File: src/rtl/am_mod_pkg.sv
// Shared definitions for the AM modulator: FSM encoding, saturation limit and
// the load_tick-to-out_tick latency.
package am_mod_pkg;

    typedef enum logic [2:0] {
        ST_IDLE    = 3'd0,
        ST_MUL_ENV = 3'd1,
        ST_CLAMP   = 3'd2,
        ST_MUL_I   = 3'd3,
        ST_MUL_Q   = 3'd4,
        ST_OUT     = 3'd5
    } state_t;

    localparam int DEF_BITS = 16;

    function automatic int max_pos(input int bits);
        return (1 << (bits - 1)) - 1;
    endfunction

    function automatic int latency(input int bits);
        return 3 * bits + 3;
    endfunction

    localparam int MAX_POS = max_pos(DEF_BITS);
    localparam int LATENCY = latency(DEF_BITS);

endpackage

File: src/rtl/am_mod_seq_mult.sv
// Signed BITS x BITS shift-add multiplier. The start edge already folds in
// multiplier bit 0, so the exact product is ready (done pulse) BITS edges after start.
module seq_mult #(
    parameter int BITS = 16
) (
    input  logic                     CLK,
    input  logic                     RSTb,
    input  logic                     start,
    input  logic signed [BITS-1:0]   a,
    input  logic signed [BITS-1:0]   b,
    output logic signed [2*BITS-1:0] product,
    output logic                     done
);

    localparam int CW = $clog2(BITS + 1);

    logic signed [2*BITS-1:0] acc;
    logic signed [2*BITS-1:0] mcand;
    logic signed [2*BITS-1:0] a_ext;
    logic        [BITS-1:0]   mplr;
    logic        [CW-1:0]     cnt;

    assign a_ext   = {{BITS{a[BITS-1]}}, a};
    assign product = acc;

    always_ff @(posedge CLK or negedge RSTb) begin
        if (!RSTb) begin
            acc   <= '0;
            mcand <= '0;
            mplr  <= '0;
            cnt   <= '0;
            done  <= 1'b0;
        end else if (start) begin
            acc   <= b[0] ? a_ext : '0;
            mcand <= a_ext <<< 1;
            mplr  <= {1'b0, b[BITS-1:1]};
            cnt   <= CW'(BITS - 1);
            done  <= 1'b0;
        end else if (cnt != '0) begin
            // The last step handles the multiplier sign bit, whose weight is negative.
            if (cnt == CW'(1))
                acc <= mplr[0] ? acc - mcand : acc;
            else
                acc <= mplr[0] ? acc + mcand : acc;
            mcand <= mcand <<< 1;
            mplr  <= mplr >> 1;
            cnt   <= cnt - CW'(1);
            done  <= (cnt == CW'(1));
        end else begin
            done  <= 1'b0;
        end
    end

endmodule

File: src/rtl/am_mod.sv
// AM modulator: envelope = carrier + audio*index, clamped, then mixed with a
// cos/sin LO pair into I/Q, all through one shared sequential multiplier.
module am_mod
    import am_mod_pkg::*;
#(
    parameter int BITS = DEF_BITS
) (
    input  logic                   CLK,
    input  logic                   RSTb,
    input  logic signed [BITS-1:0] audio_in,
    input  logic        [BITS-2:0] carrier_level,
    input  logic signed [BITS-1:0] mod_index,
    input  logic signed [BITS-1:0] cos_in,
    input  logic signed [BITS-1:0] sin_in,
    input  logic                   load_tick,
    input  logic                   overrun_clr,
    output logic signed [BITS-1:0] I_out,
    output logic signed [BITS-1:0] Q_out,
    output logic                   out_tick,
    output logic                   busy,
    output logic                   overrun
);

    localparam logic signed [2*BITS-1:0] LIM     = (2*BITS)'(max_pos(BITS));
    localparam logic signed [BITS-1:0]   OUT_MAX = BITS'(max_pos(BITS));

    state_t state;
    logic   kick;
    logic   accept;

    logic signed [BITS-1:0]   audio_r, mod_r, cos_r, sin_r;
    logic        [BITS-2:0]   carrier_r;
    logic signed [BITS-1:0]   env_r, i_r, q_r;

    logic                     mul_start, mul_done;
    logic signed [BITS-1:0]   mul_a, mul_b;
    logic signed [2*BITS-1:0] mul_p;

    function automatic logic signed [BITS-1:0] clamp_env(
        input logic signed [2*BITS-1:0] p,
        input logic        [BITS-2:0]   car
    );
        logic signed [2*BITS-1:0] sum;
        sum = $signed({{(BITS+1){1'b0}}, car}) + (p >>> (BITS - 1));
        if (sum < 0)
            return '0;
        else if (sum > LIM)
            return OUT_MAX;
        else
            return sum[BITS-1:0];
    endfunction

    function automatic logic signed [BITS-1:0] sat_out(
        input logic signed [2*BITS-1:0] p
    );
        logic signed [2*BITS-1:0] scaled;
        scaled = p >>> (BITS - 1);
        if (scaled > LIM)
            return OUT_MAX;
        else if (scaled < -LIM)
            return -OUT_MAX;
        else
            return scaled[BITS-1:0];
    endfunction

    // busy stays high through the out_tick cycle, so a load there is refused.
    assign accept    = load_tick && !busy;
    assign mul_start = kick || (state == ST_CLAMP) || (state == ST_MUL_I && mul_done);

    always_comb begin
        mul_a = env_r;
        mul_b = cos_r;
        if (kick) begin
            mul_a = audio_r;
            mul_b = mod_r;
        end else if (state == ST_MUL_I) begin
            mul_b = sin_r;
        end
    end

    seq_mult #(.BITS(BITS)) u_mult (
        .CLK     (CLK),
        .RSTb    (RSTb),
        .start   (mul_start),
        .a       (mul_a),
        .b       (mul_b),
        .product (mul_p),
        .done    (mul_done)
    );

    always_ff @(posedge CLK or negedge RSTb) begin
        if (!RSTb) begin
            state    <= ST_IDLE;
            kick     <= 1'b0;
            busy     <= 1'b0;
            out_tick <= 1'b0;
            overrun  <= 1'b0;
            I_out    <= '0;
            Q_out    <= '0;
        end else begin
            kick     <= 1'b0;
            out_tick <= 1'b0;
            if (load_tick && busy)
                overrun <= 1'b1;
            else if (overrun_clr)
                overrun <= 1'b0;
            if (out_tick)
                busy <= 1'b0;
            case (state)
                ST_IDLE: begin
                    if (accept) begin
                        state <= ST_MUL_ENV;
                        kick  <= 1'b1;
                        busy  <= 1'b1;
                    end
                end
                ST_MUL_ENV: if (mul_done) state <= ST_CLAMP;
                ST_CLAMP:   state <= ST_MUL_I;
                ST_MUL_I:   if (mul_done) state <= ST_MUL_Q;
                ST_MUL_Q:   if (mul_done) state <= ST_OUT;
                ST_OUT: begin
                    state    <= ST_IDLE;
                    out_tick <= 1'b1;
                    I_out    <= i_r;
                    Q_out    <= q_r;
                end
                default: state <= ST_IDLE;
            endcase
        end
    end

    // Datapath registers carry no reset; they are always written before use.
    always_ff @(posedge CLK) begin
        if (state == ST_IDLE && accept) begin
            audio_r   <= audio_in;
            carrier_r <= carrier_level;
            mod_r     <= mod_index;
            cos_r     <= cos_in;
            sin_r     <= sin_in;
        end
        if (state == ST_MUL_ENV && mul_done)
            env_r <= clamp_env(mul_p, carrier_r);
        if (state == ST_MUL_I && mul_done)
            i_r <= sat_out(mul_p);
        if (state == ST_MUL_Q && mul_done)
            q_r <= sat_out(mul_p);
    end

endmodule
File: config.mk
export PLATFORM = sky130hd
export DESIGN_NAME = am_mod
export DESIGN_NICKNAME = d
export VERILOG_FILES = /design/src/rtl/am_mod_pkg.sv /design/src/rtl/am_mod_seq_mult.sv /design/src/rtl/am_mod.sv
export SDC_FILE = /design/constraint.sdc
export NUM_CORES = 1
export LEC_CHECK = 0
export CAP_MARGIN = 15
export CORE_ASPECT_RATIO = 1.75
export CORE_UTILIZATION = 58
export DETAILED_ROUTE_END_ITERATION = 10
export PLACE_DENSITY = 0.82
export SLEW_MARGIN = 40
export SYNTH_ARGS = -nofsm -noshare
export SYNTH_HDL_FRONTEND = slang
export SYNTH_SLANG_ARGS = --single-unit
File: constraint.sdc
create_clock -name CLK -period 10.9 [get_ports CLK]
set_clock_uncertainty 0.05 [all_clocks]
set_input_delay 3.27 -clock CLK [delete_from_list [all_inputs] [get_ports CLK]]
set_output_delay 3.27 -clock CLK [all_outputs]
set_load 0.1 [all_outputs]
==> report_table.html <==
<table>
<tr><th>Metric</th><th>Value</th></tr>
<tr><th colspan="2">Run status</th></tr>
<tr><td>Result of the run</td><td>finished, final reports clean</td></tr>
<tr><th colspan="2">Route</th></tr>
<tr><td>Antenna Violating Nets Remaining</td><td>0</td></tr>
<tr><td>Total wirelength of the detailed-routed design</td><td>29500 um</td></tr>
<tr><td>First DRT Iteration DRCs</td><td>591</td></tr>
<tr><td>Number of detailed-route iterations in the first pass</td><td>6</td></tr>
<tr><td>DR vias</td><td>9591</td></tr>
<tr><td>Detail-routed net length per standard cell</td><td>between 15 and 20 um</td></tr>
<tr><td>Detailed-route vias per instance</td><td>6.04</td></tr>
<tr><td>DRC violation count after routing</td><td>0</td></tr>
<tr><th colspan="2">Job</th></tr>
<tr><td>Number of violations of the max-capacitance limit</td><td>0</td></tr>
<tr><th colspan="2">Clocking</th></tr>
<tr><td>Clock-pin slew reported for the worst setup and hold paths after clock tree synthesis</td><td>around 0.07 ns</td></tr>
<tr><td>CTS H-tree lvls</td><td>1</td></tr>
<tr><td>Clk Tree Root Cell</td><td>sky130_fd_sc_hd__clkbuf_16</td></tr>
<tr><td>Resized Gates After CTS</td><td>0</td></tr>
<tr><td>Total clock buffers created by CTS</td><td>22</td></tr>
<tr><td>Number of buffers inserted for hold repair after clock tree synthesis</td><td>0</td></tr>
<tr><td>Buffer levels on the longest clock path</td><td>3</td></tr>
<tr><td>TritonCTS Sinks</td><td>around 250</td></tr>
<tr><td>Clock tree from TritonCTS</td><td>done</td></tr>
<tr><td>Buffers inserted during post-CTS setup optimization</td><td>0</td></tr>
<tr><td>Clock insertion delay at the later pin of the skew report</td><td>0.53 ns</td></tr>
<tr><th colspan="2">Place</th></tr>
<tr><td>Port buffer count</td><td>about 120</td></tr>
<tr><td>Routability Congestion</td><td>1.01</td></tr>
<tr><td>HPWL reported at the end of detailed placement</td><td>21400 um</td></tr>
<tr><th colspan="2">Global route</th></tr>
<tr><td>Final global-route overflow total</td><td>0</td></tr>
<tr><td>First-pass GRT wire length</td><td>about 47000 um</td></tr>
<tr><td>Number of global-route vias before repair</td><td>a little over 9000</td></tr>
<tr><td>Total track usage</td><td>0.273</td></tr>
<tr><td>Initial antenna violation count</td><td>0</td></tr>
<tr><td>Pin count of the biggest net entering global routing</td><td>between 70 and 80</td></tr>
<tr><th colspan="2">Floorplanning</th></tr>
<tr><td>Chip width</td><td>roughly 110 um</td></tr>
<tr><td>Initial core utilization</td><td>0.596</td></tr>
<tr><td>Die Y-Extent</td><td>197 um</td></tr>
<tr><td>Core Box Area</td><td>around 21000 um2</td></tr>
<tr><td>Number of ports placed on the die boundary</td><td>approximately 120</td></tr>
<tr><td>Floorplan row count</td><td>70</td></tr>
<tr><td>Die ar.</td><td>around 22000 um2</td></tr>
<tr><th colspan="2">Yosys</th></tr>
<tr><td>Number of enable-type register cells in the synthesized netlist</td><td>roughly 130</td></tr>
<tr><td>Number of warnings issued by yosys</td><td>0</td></tr>
<tr><td>Cell types with the largest area share after synthesis</td><td>sky130_fd_sc_hd__edfxtp_1 30%, sky130_fd_sc_hd__dfrtp_1 24%, sky130_fd_sc_hd__nand2_1 6.5%</td></tr>
<tr><td>Area share of the largest cell type after synthesis</td><td>0.304</td></tr>
<tr><td>Share of synthesized flip-flops with an asynchronous set or reset</td><td>0.490</td></tr>
<tr><td>Commonest register cell after synthesis</td><td>sky130_fd_sc_hd__edfxtp_1</td></tr>
<tr><td>Synthesized Nets</td><td>1356</td></tr>
<tr><td>Number of synthesized register bits</td><td>about 250</td></tr>
<tr><td>Synth Area per Inst</td><td>just over 10 um2</td></tr>
<tr><td>Area leader, netlist</td><td>sky130_fd_sc_hd__edfxtp_1</td></tr>
<tr><td>Unique masters post-synth</td><td>63</td></tr>
<tr><td>Total standard cell area after synthesis</td><td>~13000 um2</td></tr>
<tr><td>Cell count after synthesis</td><td>between 1000 and 1500</td></tr>
<tr><td>Part of the Yosys area used for sequential elements</td><td>0.548</td></tr>
<tr><th colspan="2">STA</th></tr>
<tr><td>Actual slew at the worst max-slew pin</td><td>0.724 ns</td></tr>
<tr><td>Final critical-path required period</td><td>roughly 4.7 ns</td></tr>
<tr><td>Final worst-path cycle share</td><td>0.433</td></tr>
<tr><td>Maximum clock frequency</td><td>approximately 210 MHz</td></tr>
<tr><td>WHS</td><td>0.387 ns</td></tr>
<tr><td>Setup TNS</td><td>0 ns</td></tr>
<tr><td>Final Hold Vio Count</td><td>0</td></tr>
<tr><td>Worst relative slew slack</td><td>0.517</td></tr>
<tr><td>Final setup vio count</td><td>0</td></tr>
<tr><td>RSZ-0062 raised after global routing</td><td>false</td></tr>
<tr><td>Final Max Slew Viols</td><td>0</td></tr>
<tr><th colspan="2">Worst setup path</th></tr>
<tr><td>Crit-path max FO</td><td>6</td></tr>
<tr><td>Reg-to-reg startpoint</td><td>u_mult.mcand[6]</td></tr>
<tr><td>Critical Path End Type</td><td>register</td></tr>
<tr><td>Nature of the critical path startpoint</td><td>register</td></tr>
<tr><td>Worst reg2reg endpoint</td><td>u_mult.product[30]</td></tr>
<tr><td>Critical path type</td><td>register to register</td></tr>
<tr><td>Flop2flop setup slack</td><td>between 6 and 7 ns</td></tr>
<tr><td>Critical path arrival</td><td>a little over 5 ns</td></tr>
<tr><td>Worst reg-to-reg path cell count</td><td>17</td></tr>
<tr><td>Critical path required time</td><td>11.27 ns</td></tr>
<tr><th colspan="2">Worst hold path</th></tr>
<tr><td>Endpoint, Worst Hold</td><td>I_out[12]</td></tr>
<tr><td>Startpoint of the lowest-slack hold path</td><td>i_r[12]</td></tr>
<tr><td>Hold Crit Depth</td><td>2</td></tr>
<tr><td>Tightest Hold Check Type</td><td>register to register</td></tr>
<tr><th colspan="2">Final layout</th></tr>
<tr><td>Diode count</td><td>0</td></tr>
<tr><td>Number of nets in the final layout</td><td>1455</td></tr>
<tr><td>Final Core Density</td><td>0.694</td></tr>
<tr><td>Number of filler cells placed in the layout</td><td>between 1500 and 2000</td></tr>
<tr><td>Fraction of layout cells with a size suffix above 1</td><td>0.108</td></tr>
<tr><td>Layout area overhead</td><td>16.4%</td></tr>
</table>
==> logic make-up after synthesis <==
group,after synthesis,synth area share
fa+ha+maj,51,0.0515
other cells,1,0.000299
flops,249,0.548
mux,34,0.0300
compound gates,319,0.150
xor+xnor,69,0.0488
buf+inv,87,0.0263
simple gates,412,0.146
==> routing by layer <==
metal,track usage,share of wire
met1,0.276,0.34
met2,0.514,0.53
met3,0.0317,0.048
met4,0.189,0.076
met5,0,0
==> layout by cell type, fill, tap and decap left out, types with 22 or more instances in the layout <==
cell / netlist / layout
sky130_fd_sc_hd__ha_1: 50 / 50
sky130_fd_sc_hd__nand2_1: 218 / 217
sky130_fd_sc_hd__clkdlybuf4s50_1: 0 / 81
sky130_fd_sc_hd__a31oi_1: 26 / 26
sky130_fd_sc_hd__a21oi_1: 93 / 93
sky130_fd_sc_hd__buf_2: 3 / 35
sky130_fd_sc_hd__dfrtp_1: 122 / 122
sky130_fd_sc_hd__xor2_1: 25 / 25
sky130_fd_sc_hd__o21ai_0: 106 / 106
sky130_fd_sc_hd__nand3_1: 26 / 25
sky130_fd_sc_hd__o21a_1: 23 / 23
sky130_fd_sc_hd__xnor2_1: 43 / 43
sky130_fd_sc_hd__mux2_2: 29 / 29
sky130_fd_sc_hd__nor2_1: 84 / 84
sky130_fd_sc_hd__a21o_1: 22 / 22
sky130_fd_sc_hd__clkbuf_16: 0 / 24
sky130_fd_sc_hd__inv_1: 29 / 28
sky130_fd_sc_hd__edfxtp_1: 127 / 127
==> cell usage after synthesis, drive strengths merged, types with 9 or more instances <==
cell,number
clkbuf,53
nor2b,9
edfxtp,127
a21oi,93
nand2b,10
inv,29
o21ai,115
a21o,22
a31oi,26
mux2,29
nor3,24
dfrtp,122
xor2,25
nand3,26
xnor2,44
nor2,85
nand2,219
ha,50
o21a,23
==> sequential cells by signal, indices dropped and copies added, names as in the netlist <==
name / count
kick: 1
u_mult.product: 31
busy: 1
I_out: 16
overrun: 1
audio_r: 16
state: 3
sin_r: 16
u_mult.done: 1
q_r: 16
mod_r: 16
u_mult.mplr: 15
i_r: 16
out_tick: 1
env_r: 16
carrier_r: 15
Q_out: 16
u_mult.mcand: 31
cos_r: 16
u_mult.cnt: 5
==> through the flow <==
step / std cells / area, um2 / worst slack (ns)
after floorplan: 1222 / 12500 / 2.61
after global placement: 1547 / 13900 / 5.54
after detailed placement: 1549 / 13800 / 5.68
after CTS: 1589 / 14600 / 6.24
after global routing: 1589 / 14600 / 6.05
final: 1589 / 14600 / 6.18
==> final cells by class <==
class,instances,area [um2],share of cell area
Clock inverter,9,116,0.00797
Clock buffer,31,657,0.0450
Multi-Input combinational cell,886,5400,0.370
Sequential cell,249,6870,0.471
Tap cell,252,315,0.0216
Timing Repair Buffer,133,1130,0.0773
Inverter,29,109,0.00746
==> worst max path at each step <==
| stage | startpoint | end | slack (ns) | cells after the start |
|---|---|---|---|---|
| after floorplan | load_tick | kick | 2.61 | 2 |
| after global placement | load_tick | carrier_r[10] | 5.54 | 4 |
| after detailed placement | load_tick | carrier_r[11] | 5.68 | 4 |
| after CTS | load_tick | carrier_r[13] | 6.24 | 4 |
| after global routing | u_mult.mcand[6] | u_mult.product[30] | 6.05 | 17 |
| final | u_mult.mcand[6] | u_mult.product[30] | 6.18 | 17 |
==> critical path: stages, from the launching register on <==
cell                      delay [ns]
sky130_fd_sc_hd__dfrtp_1        0.42
sky130_fd_sc_hd__or4_4          0.58
sky130_fd_sc_hd__nor3_4         0.16
sky130_fd_sc_hd__nor4b_4        0.45
sky130_fd_sc_hd__nand2_2        0.16
sky130_fd_sc_hd__nor3_4         0.23
sky130_fd_sc_hd__nor2_1         0.09
sky130_fd_sc_hd__xnor2_1        0.41
sky130_fd_sc_hd__ha_1           0.39
sky130_fd_sc_hd__a21o_1         0.23
sky130_fd_sc_hd__a21o_1         0.20
sky130_fd_sc_hd__a21oi_1        0.22
sky130_fd_sc_hd__nor2b_1        0.07
sky130_fd_sc_hd__o21ai_0        0.19
sky130_fd_sc_hd__nand3_1        0.10
sky130_fd_sc_hd__o22ai_1        0.29
sky130_fd_sc_hd__mux2i_1        0.29
sky130_fd_sc_hd__nor2_1         0.07
Power is left out: the tool's default activity adds up to more than one toggle a clock period on the data nets, which glitch-free logic cannot reach.
